--- src/rtl/cell_pos_reader_pkg.sv ---
// Shared constants and state encoding for the per-cell position reader.
package cell_pos_reader_pkg;

    localparam int unsigned RD_LAT      = 2;
    localparam int unsigned COORD_WIDTH = 32;

    typedef enum logic [2:0] {
        IDLE     = 3'd0,
        RD_CNT   = 3'd1,
        WAIT_CNT = 3'd2,
        STREAM   = 3'd3,
        DRAIN    = 3'd4,
        FIN      = 3'd5
    } state_t;

endpackage

--- src/rtl/cell_pos_reader_fifo.sv ---
// First-word-fall-through output FIFO holding {data, id, last} beats.
module pos_out_fifo #(
    parameter int unsigned WIDTH = 105,
    parameter int unsigned DEPTH = 4,
    parameter int unsigned CNT_W = $clog2(DEPTH + 1)
) (
    input  logic             clk,
    input  logic             rst,
    input  logic             push,
    input  logic [WIDTH-1:0] push_data,
    input  logic             pop,
    output logic [WIDTH-1:0] pop_data,
    output logic             valid,
    output logic [CNT_W-1:0] count
);

    localparam int unsigned PTR_W = (DEPTH > 1) ? $clog2(DEPTH) : 1;

    logic [WIDTH-1:0] mem [DEPTH];
    logic [PTR_W-1:0] wr_ptr;
    logic [PTR_W-1:0] rd_ptr;
    logic             pop_ok;

    // Wrap a pointer at DEPTH so non-power-of-two depths also work.
    function automatic logic [PTR_W-1:0] ptr_inc(input logic [PTR_W-1:0] p);
        return (p == PTR_W'(DEPTH - 1)) ? '0 : p + PTR_W'(1);
    endfunction

    assign pop_ok   = pop && (count != '0);
    assign valid    = (count != '0);
    // Head word is zeroed while empty so a flushed FIFO presents all-zero outputs.
    assign pop_data = valid ? mem[rd_ptr] : '0;

    // Storage array; contents are meaningless while count says empty.
    always_ff @(posedge clk) begin
        if (push) begin
            mem[wr_ptr] <= push_data;
        end
    end

    // Pointers and occupancy; simultaneous push and pop keeps count unchanged.
    always_ff @(posedge clk or posedge rst) begin
        if (rst) begin
            wr_ptr <= '0;
            rd_ptr <= '0;
            count  <= '0;
        end else begin
            if (push) begin
                wr_ptr <= ptr_inc(wr_ptr);
            end
            if (pop_ok) begin
                rd_ptr <= ptr_inc(rd_ptr);
            end
            case ({push, pop_ok})
                2'b10:   count <= count + CNT_W'(1);
                2'b01:   count <= count - CNT_W'(1);
                default: count <= count;
            endcase
            // The issuer's credit limit guarantees a push never lands on a full FIFO.
            assert (!(push && !pop_ok && (count == CNT_W'(DEPTH))));
        end
    end

endmodule

--- src/rtl/cell_pos_reader.sv ---
// Read initiator for one cell position RAM: fetches the particle count at
// address 0, then streams particles 1..N through a credit-limited FIFO.
module cell_pos_reader
    import cell_pos_reader_pkg::*;
#(
    parameter int unsigned DATA_WIDTH   = 3 * COORD_WIDTH,
    parameter int unsigned PARTICLE_NUM = 220,
    parameter int unsigned ADDR_WIDTH   = 8,
    parameter int unsigned FIFO_DEPTH   = 4
) (
    input  logic                  clk,
    input  logic                  rst,
    input  logic                  start,
    output logic                  busy,
    output logic                  done,
    output logic                  count_err,
    output logic [ADDR_WIDTH-1:0] ram_address,
    output logic                  ram_rden,
    output logic                  ram_wren,
    input  logic [DATA_WIDTH-1:0] ram_q,
    output logic [DATA_WIDTH-1:0] out_data,
    output logic [ADDR_WIDTH-1:0] out_id,
    output logic                  out_last,
    output logic                  out_valid,
    input  logic                  out_ready
);

    localparam int unsigned BEAT_W = DATA_WIDTH + ADDR_WIDTH + 1;
    localparam int unsigned FCNT_W = $clog2(FIFO_DEPTH + 1);
    localparam int unsigned CRED_W = $clog2(FIFO_DEPTH + RD_LAT + 2) + 1;
    localparam logic [ADDR_WIDTH-1:0] MAX_N = ADDR_WIDTH'(PARTICLE_NUM - 1);

    state_t                state;
    logic [ADDR_WIDTH-1:0] n_count;
    logic [ADDR_WIDTH-1:0] next_addr;
    logic [RD_LAT-1:0]     pipe_v;
    logic [ADDR_WIDTH-1:0] pipe_id [RD_LAT];
    logic [FCNT_W-1:0]     fifo_count;
    logic                  fifo_push;
    logic                  fifo_pop;
    logic                  fifo_valid;
    logic [BEAT_W-1:0]     fifo_wdata;
    logic [BEAT_W-1:0]     fifo_rdata;
    logic [CRED_W-1:0]     outstanding;
    logic                  can_issue;
    logic                  pipe_empty;
    logic [ADDR_WIDTH-1:0] cnt_raw;
    logic                  cnt_over;
    logic [ADDR_WIDTH-1:0] n_latch;

    // Count word decode with clamp to the RAM's particle capacity.
    assign cnt_raw  = ram_q[ADDR_WIDTH-1:0];
    assign cnt_over = (cnt_raw > MAX_N);
    assign n_latch  = cnt_over ? MAX_N : cnt_raw;

    // Only particle words enter the FIFO; the count word returns during WAIT_CNT.
    assign fifo_push  = pipe_v[RD_LAT-1] && ((state == STREAM) || (state == DRAIN));
    assign fifo_pop   = fifo_valid && out_ready;
    assign fifo_wdata = {ram_q, pipe_id[RD_LAT-1], (pipe_id[RD_LAT-1] == n_count)};
    assign pipe_empty = (pipe_v == '0) && !ram_rden;

    assign {out_data, out_id, out_last} = fifo_rdata;
    assign out_valid = fifo_valid;
    assign ram_wren  = 1'b0;

    // Credit: words that will occupy FIFO or pipe next cycle, before any new issue.
    always_comb begin
        outstanding = CRED_W'(fifo_count) + CRED_W'(fifo_push) + CRED_W'(ram_rden);
        for (int i = 0; i < int'(RD_LAT) - 1; i++) begin
            outstanding = outstanding + CRED_W'(pipe_v[i]);
        end
        outstanding = outstanding - CRED_W'(fifo_pop);
        can_issue   = (outstanding < CRED_W'(FIFO_DEPTH));
    end

    // In-flight read tracker aligned with the RAM's read latency.
    always_ff @(posedge clk or posedge rst) begin
        if (rst) begin
            pipe_v <= '0;
            for (int i = 0; i < int'(RD_LAT); i++) begin
                pipe_id[i] <= '0;
            end
        end else begin
            pipe_v     <= {pipe_v[RD_LAT-2:0], ram_rden};
            pipe_id[0] <= ram_address;
            for (int i = 1; i < int'(RD_LAT); i++) begin
                pipe_id[i] <= pipe_id[i-1];
            end
        end
    end

    // Pass sequencer with registered RAM controls and status outputs.
    always_ff @(posedge clk or posedge rst) begin
        if (rst) begin
            state       <= IDLE;
            n_count     <= '0;
            next_addr   <= '0;
            ram_address <= '0;
            ram_rden    <= 1'b0;
            busy        <= 1'b0;
            done        <= 1'b0;
            count_err   <= 1'b0;
        end else begin
            ram_rden <= 1'b0;
            done     <= 1'b0;
            case (state)
                IDLE: begin
                    if (start) begin
                        state       <= RD_CNT;
                        busy        <= 1'b1;
                        count_err   <= 1'b0;
                        ram_rden    <= 1'b1;
                        ram_address <= '0;
                    end
                end
                RD_CNT: begin
                    state <= WAIT_CNT;
                end
                WAIT_CNT: begin
                    if (pipe_v[RD_LAT-1]) begin
                        n_count   <= n_latch;
                        count_err <= cnt_over;
                        if (n_latch == '0) begin
                            state <= FIN;
                            done  <= 1'b1;
                            busy  <= 1'b0;
                        end else begin
                            // First particle issues alongside the count latch; pipe is empty.
                            ram_rden    <= 1'b1;
                            ram_address <= ADDR_WIDTH'(1);
                            next_addr   <= ADDR_WIDTH'(2);
                            state       <= (n_latch == ADDR_WIDTH'(1)) ? DRAIN : STREAM;
                        end
                    end
                end
                STREAM: begin
                    if (can_issue) begin
                        ram_rden    <= 1'b1;
                        ram_address <= next_addr;
                        next_addr   <= next_addr + ADDR_WIDTH'(1);
                        if (next_addr == n_count) begin
                            state <= DRAIN;
                        end
                    end
                end
                DRAIN: begin
                    if (pipe_empty &&
                        ((fifo_count == '0) || ((fifo_count == FCNT_W'(1)) && fifo_pop))) begin
                        state <= FIN;
                        done  <= 1'b1;
                        busy  <= 1'b0;
                    end
                end
                FIN: begin
                    state <= IDLE;
                end
                default: begin
                    state <= IDLE;
                end
            endcase
        end
    end

    pos_out_fifo #(
        .WIDTH (BEAT_W),
        .DEPTH (FIFO_DEPTH),
        .CNT_W (FCNT_W)
    ) u_fifo (
        .clk       (clk),
        .rst       (rst),
        .push      (fifo_push),
        .push_data (fifo_wdata),
        .pop       (fifo_pop),
        .pop_data  (fifo_rdata),
        .valid     (fifo_valid),
        .count     (fifo_count)
    );

endmodule

--- config.mk ---
export PLATFORM = sky130hd
export DESIGN_NAME = cell_pos_reader
export DESIGN_NICKNAME = d
export VERILOG_FILES = /design/src/rtl/cell_pos_reader_pkg.sv /design/src/rtl/cell_pos_reader_fifo.sv /design/src/rtl/cell_pos_reader.sv
export SDC_FILE = /design/constraint.sdc
export NUM_CORES = 1
export LEC_CHECK = 0
export ABC_CLOCK_PERIOD_IN_PS = 4500
export BUFFER_PORTS_ARGS = -buffer_cell sky130_fd_sc_hd__buf_2
export CAP_MARGIN = 20
export CORE_UTILIZATION = 55
export CTS_BUF_LIST = sky130_fd_sc_hd__clkbuf_4 sky130_fd_sc_hd__clkbuf_8
export CTS_CLUSTER_DIAMETER = 150
export DETAILED_ROUTE_END_ITERATION = 8
export PLACE_DENSITY = 0.78
export SLEW_MARGIN = 20
export SYNTH_ARGS = -nofsm -noshare
export SYNTH_HDL_FRONTEND = slang
export SYNTH_SLANG_ARGS = --single-unit
--- constraint.sdc ---
create_clock -name clk -period 4.5 [get_ports clk]
set_clock_uncertainty 0.05 [all_clocks]
set_input_delay 0.45 -clock clk [delete_from_list [all_inputs] [get_ports clk]]
set_output_delay 0.45 -clock clk [all_outputs]
set_load 0.005 [all_outputs]
* After elaboration in Yosys (flattened, before gate mapping) *
Memories as Yosys holds them, arrays and structs flattened.
Cells that the tools add are included.

word-level totals
  output and inout bits = 119
  memory bits (read-only) = 0
  logic and storage cells = 111
  bits in writable memories = 420
  memories kept = 1
  latch bits = 0
  flip-flop bits (word level) = 56
  input port bits = 100

memory list
  name        depth  width  read ports  clocked after Yosys merged registers in  write ports  RTL line                    RTL
  u_fifo.mem  4      105    1           0                                        1            cell_pos_reader_fifo.sv:19  logic [WIDTH-1:0] mem [DEPTH];

operators by class
  order comparisons = 2
  div/mod/pow operators = 0
  muxes and demuxes = 41
  bitwise operators = 0
  equality and inequality tests = 19
  $add $sub $neg = 9
  reductions and logical operators = 25
  multipliers = 0
  shifts and indexed selects = 0

operators by type and width
  kind                                                   count
  2-to-1 mux 105 bit                                     1
  2-to-1 mux 8 bit                                       8
  one-hot mux 8 bit (3 select lines)                     1
  2-to-1 mux 3 bit                                       7
  == test 8 bit                                          2
  one-hot mux 8 bit (2 select lines)                     1
  2-to-1 mux 1 bit                                       15
  one-hot mux 3 bit (5 select lines)                     1
  AND reduction 5 bit                                    3
  != test 2 bit (second input constant)                  5
  nonzero test 3 bit                                     3
  adder 4 x 1 -> 4 bit                                   2
  adder 8 x 1 -> 8 bit (second input constant)           1
  == test 8 x 1 -> 1 bit (second input constant)         1
  greater-than comparator 8 bit (second input constant)  1
  zero test 8 bit                                        1
  == test 2 bit (second input constant)                  3
  == test 3 x 1 -> 1 bit (second input constant)         2
  == test 3 x 2 -> 1 bit (second input constant)         2
  logical AND 1 bit                                      6
  zero test 3 bit                                        2
  one-hot mux 1 bit (3 select lines)                     2
  one-hot mux 3 bit (2 select lines)                     1
  nonzero test 2 bit                                     3
  other kinds (17)                                       22

* Depth between registers and ports, before layout *
  depth in word-level cells = 10
  mapped depth = 15

* Modules after synthesis *
Synthesis repeated with hierarchy kept, for this count alone.

second synthesis, totals
  cell total of the unflattened synthesis = 913
  area, all modules = 18526.5 um2

by module, submodules not included
  module           area each (um2)  instances  sequential area each (um2)  cells an instance
  pos_out_fifo     16250.6          1          12787.3                     705
  cell_pos_reader  2275.9           1          1226.2                      208

* Least setup slack after synthesis *
No wires, ideal clock.

  kind = flip-flop to flip-flop
  start point = reg state[2]
  end point = mem u_fifo.mem[0][0], enable pin
  library setup time = 0.476 ns
  arrival = 3.554 ns
  required time = 3.974 ns
  stages on the path, launching flop included = 7
  setup slack = 0.419 ns
  period minus slack after synthesis = 4.081 ns
  path buffers = 2
  path through = dfrtp_1 -> buf_6 -> nand2b_1 -> buf_6 -> nor2_8 -> o21a_1 -> and2_1

between the ends
  word-level cells in the longest chain between the ends = 5
  elaborated cells between the ends (all ways) = 6
  those cells by class = eq/ne: 2; mux: 2; reduce/logical: 2

ends and longest elaborated chain
  element                                                  RTL line                    RTL
  start: declaration                                       cell_pos_reader.sv:33       state_t state;
  start signal: assignment                                 cell_pos_reader.sv:132      state <= (n_latch == ADDR_WIDTH'(1)) ? DRAIN : STREAM;
  == test 3 x 2 -> 1 bit or == test 3 bit (tied branches)  cell_pos_reader.sv:57       assign fifo_push = pipe_v[RD_LAT-1] && ((state == STREAM) || (state == DRAIN));
  logical OR 1 bit (*)                                     cell_pos_reader.sv:57
  logical AND 1 bit (*)                                    cell_pos_reader.sv:57
  2-to-1 mux 1 bit (*)                                     cell_pos_reader_fifo.sv:36  if (push) begin
  2-to-1 mux 1 bit (implied by the code) (*)               cell_pos_reader_fifo.sv:37  mem[wr_ptr] <= push_data;
  end: declaration                                         cell_pos_reader_fifo.sv:19

Mark *: on every way between the ends. The rest lies on a longest branch, timed or not.

* Worst setup path after layout *
  start point = reg state[1]
  end point = reg next_addr[1]

between the ends
  word-level cells in the longest chain between the ends = 10
  elaborated cells between the ends (all ways) = 16
  those cells by class = add/sub: 4; order compare: 1; eq/ne: 6; mux: 1; reduce/logical: 4

ends and longest elaborated chain
  element                                                  RTL line                                       RTL
  == test 3 x 2 -> 1 bit or == test 3 bit (tied branches)  cell_pos_reader.sv:57, cell_pos_reader.sv:106
  logical OR 1 bit                                         cell_pos_reader.sv:57
  logical AND 1 bit                                        cell_pos_reader.sv:57
  adder 3 x 1 -> 4 bit                                     cell_pos_reader.sv:68                          outstanding = CRED_W'(fifo_count) + CRED_W'(fifo_push) + CRED_W'(ram_rden);
  adder 4 x 1 -> 4 bit                                     cell_pos_reader.sv:68
  adder 4 x 1 -> 4 bit                                     cell_pos_reader.sv:70                          outstanding = outstanding + CRED_W'(pipe_v[i]);
  subtractor 4 x 1 -> 4 bit                                cell_pos_reader.sv:72                          outstanding = outstanding - CRED_W'(fifo_pop);
  < comparator 4 x 3 -> 1 bit                              cell_pos_reader.sv:73                          can_issue = (outstanding < CRED_W'(FIFO_DEPTH));
  != test 2 bit (no line)                                  n/a
  AND reduction 4 bit (no line)                            n/a
  end signal: assignment                                   cell_pos_reader.sv:140                         next_addr <= next_addr + ADDR_WIDTH'(1);
  end: declaration                                         cell_pos_reader.sv:35                          logic [ADDR_WIDTH-1:0] next_addr;

Several ways; a longest one is shown, not always the timed one.
A chain may end at the register's enable or synchronous reset.

==> flow_summary.toml <==
[outcome]
status = "finished, final reports clean"

[drt]
post_drt_wl_per_cell_um = 20.7
drc_errors = 0
via_per_inst = 5.48
drt-total-wl_um = 36700
vias = 9693
initialDrtViolationCount = 751
first_pass_iters = 5
drtAntennaViolNets = 0

[worst_setup_path]
path_class = "reg2reg"
worst_setup_path_start_kind = "flop"
cp_max_fo = 13
cp_data_required_time_ps = 4930
crit_arrival_ps = 4260
ff2ff_setup_slack_ps = 670
end_kind = "flop"

[die]
io_pins = 219
die_w_um = 186
rows = 67
die_area_um2 = 34600
core_area_um2 = 33400
die_h_um = 186
start_util_pct = 55.7

[clock_tree]
postCtsHoldBufs = 58
cts_buffers = 75
clkLatencyLatePin_ps = 590
htreeDepth = 3
cts_sinks = 476
clk_pin_slew_ps = 70
cts_root_buf = "clkbuf_8"
cts_tree = "built"
clockBufferDepth = 3
cts_resized = 0
postCtsSetupRepairBufs = 0

[global_route]
grt_usage_pct = 21.7
overflow = 0
antenna_found_initial = 3
grt_pass1_vias = 10100
grt_pass1_wl_um = 55800
grt_max_degree = 107

[yosys]
synth_warnings = 0
seq_area_frac_synth_pct = 75.2
syn-instance-count = 939
avgSynthCellArea_um2 = 19.8
synth-edff-count = 420
yosys-top-cells-area = "edfxtp_1 68%, mux4_2 13%, dfrtp_1 7.5%, and2_1 3.7%, ha_1 1.1%"
async_flop_share_pct = 11.8
synth.top_cell.area_share_pct = 67.7
yosys.cell_types.count = 51
synth_ff_type = "edfxtp_1"
yosysTopAreaCell = "edfxtp_1"
ys_ff_latch = 476
synth_nets = 1056
netlist_area_um2 = 18600

[power_and_ir_drop]
p_leak_nw = 8.11
ir_drop_v = 0.000400
powerDensity_nw_per_um2 = 615

[timing]
finalHoldViolations = 0
fmax_mhz = 261
slew_headroom_pct = 31.9
fin_crit_ps = 3830
slew_viol_final = 0
tns_ps = 0
tightest_slew_ps = 1020
setup_viol = 0
worst_slack_ps = 667
grt_setup_unrepaired = "false"
finalCritPeriodShare_pct = 85.2

[place]
pre_cts_ws_ps = 705
place_hpwl_um = 21500
place_area_um2 = 20300
place_inst = 1575
portBuffers = 217
routabilityCongestion = 0.835

[run]
max_cap_violations = 0

[final_layout]
final_nets = 1379
drive_above_1_share_pct = 36.1
post-route-util_pct = 66.9
fin_cells = 1770
area_growth_pct = 20.1
fill_cells = 2181
final_area_um2 = 22400

[min_path]
hold_class = "in2reg"
-- Yosys cell counts (3+ instances only) --
master,instances
edfxtp_1,420
and2_1,111
mux4_2,105
dfrtp_1,56
inv_1,27
nand2_1,25
clkbuf_1,22
nor2_1,20
buf_2,16
ha_1,16
xnor2_1,11
a21oi_1,10
o21ai_0,10
mux2i_1,9
xor2_1,8
nand3_1,6
o211ai_1,6
or4_1,6
mux2_2,5
nand2b_1,4
a31oi_1,3
buf_4,3
nand4_1,3
nor3_1,3
nor4_1,3
or3_1,3
-- logic make-up after synthesis --
family,Yosys count,share of synthesized area (%)
adders and majority gates,17,1.18
xor gates and xnor gates,19,0.893
other,1,0.0201
AOI/OAI and AO/OA,41,1.42
buffers and inverters,71,1.68
muxes,119,13.5
and+or+nand+nor,195,6.15
DFF,476,75.2
-- worst max-delay path, stage by stage (launching register included) --
cell      delay (ps)
dfrtp_1          550
nand2b_1         310
nor2_8           240
o21a_1           300
inv_1            140
fa_1             400
inv_1             60
ha_1             230
nand3b_1         170
a21boi_0         120
o211ai_1         680
nand2_1          160
mux2_2           300
-- path summary, 6_finish.rpt --
kind	from	endpoint	depth (start not counted)
min in group asynchronous	rst	u_fifo.count[0]$_DFFE_PP0P_	4
max in group asynchronous	rst	u_fifo.rd_ptr[1]$_DFFE_PP0P_	4
hold reg to reg	pipe_id[9]$_DFF_PP0_	fifo_wdata[2]$_DFF_PP0_	0
setup reg to reg	state[1]$_DFFE_PP0P_	next_addr[1]$_DFFE_PP0P_	12
hold / removal	ram_q[81]	u_fifo.mem[2][90]$_DFFE_PP_	1
setup / recovery	state[1]$_DFFE_PP0P_	next_addr[1]$_DFFE_PP0P_	12
-- area by class of cell --
class / instances / area (µm²) / share of cell area (%)
diodes: 2 / 5.00 / 0.0224
clock buffers: 110 / 1360 / 6.09
clock inverters: 25 / 141 / 0.632
inverters: 27 / 101 / 0.453
multi-input cells: 392 / 4330 / 19.3
flip-flops and latches: 476 / 14000 / 62.6
well taps: 448 / 561 / 2.50
repair buffers: 290 / 1870 / 8.34
-- flip-flops by register name, indices dropped and copies added, names as in the netlist --
register and count:
next_addr 8, u_fifo.count 3, pipe_id 8, state 3, fifo_wdata 8, done 1, pipe_v 2, u_fifo.mem 420
count_err 1, u_fifo.wr_ptr 2, ram_address 8, busy 1, n_count 8, u_fifo.rd_ptr 2, ram_rden 1
-- per-layer routing --
layer / vias up / global-route usage [%] / part of all wire [%]
met5: - / 0 / 0.046
met4: 2 / 8.23 / 2.0
met3: 53 / 5.38 / 6.9
met2: 380 / 35.3 / 50
met1: 4914 / 28.5 / 41
li1: 4344 / - / -
-- layout by cell type, fill, tap and decap left out, types with 4 or more instances in the layout --
| cell type | instances |
|---|---|
| edfxtp_1 | 420 |
| buf_2 | 217 |
| and2_1 | 107 |
| mux4_2 | 105 |
| clkbuf_8 | 86 |
| dlygate4sd3_1 | 58 |
| dfrtp_1 | 54 |
| inv_1 | 26 |
| nand2_1 | 24 |
| clkbuf_4 | 24 |
| nor2_1 | 20 |
| ha_1 | 16 |
| clkinv_1 | 15 |
| xnor2_1 | 11 |
| o21ai_0 | 10 |
| a21oi_1 | 10 |
| mux2i_1 | 9 |
| xor2_1 | 8 |
| buf_4 | 8 |
| buf_12 | 7 |
| nand3_1 | 6 |
| o211ai_1 | 6 |
| or4_1 | 6 |
| clkinv_2 | 6 |
| mux2_2 | 5 |
| nand2b_1 | 4 |
| and2_4 | 4 |
-- through the flow --
step	total power, W	hold WS [ps]
2_1_floorplan	0.00870	281
3_3_place_gp	0.0102	284
3_5_place_dp	0.0103	285
4_1_cts	0.0139	0.488
5_1_grt	0.0146	11.3
6_report	0.0138	33.1
-- power by group --
part           total, W  internal (W)  switching [W]
Combinational   0.00428       0.00219        0.00209
Sequential      0.00590       0.00555       0.000346
Clock           0.00360       0.00200        0.00160
Total            0.0138       0.00974        0.00403
No activity file was read; power rests on OpenSTA's default activity.
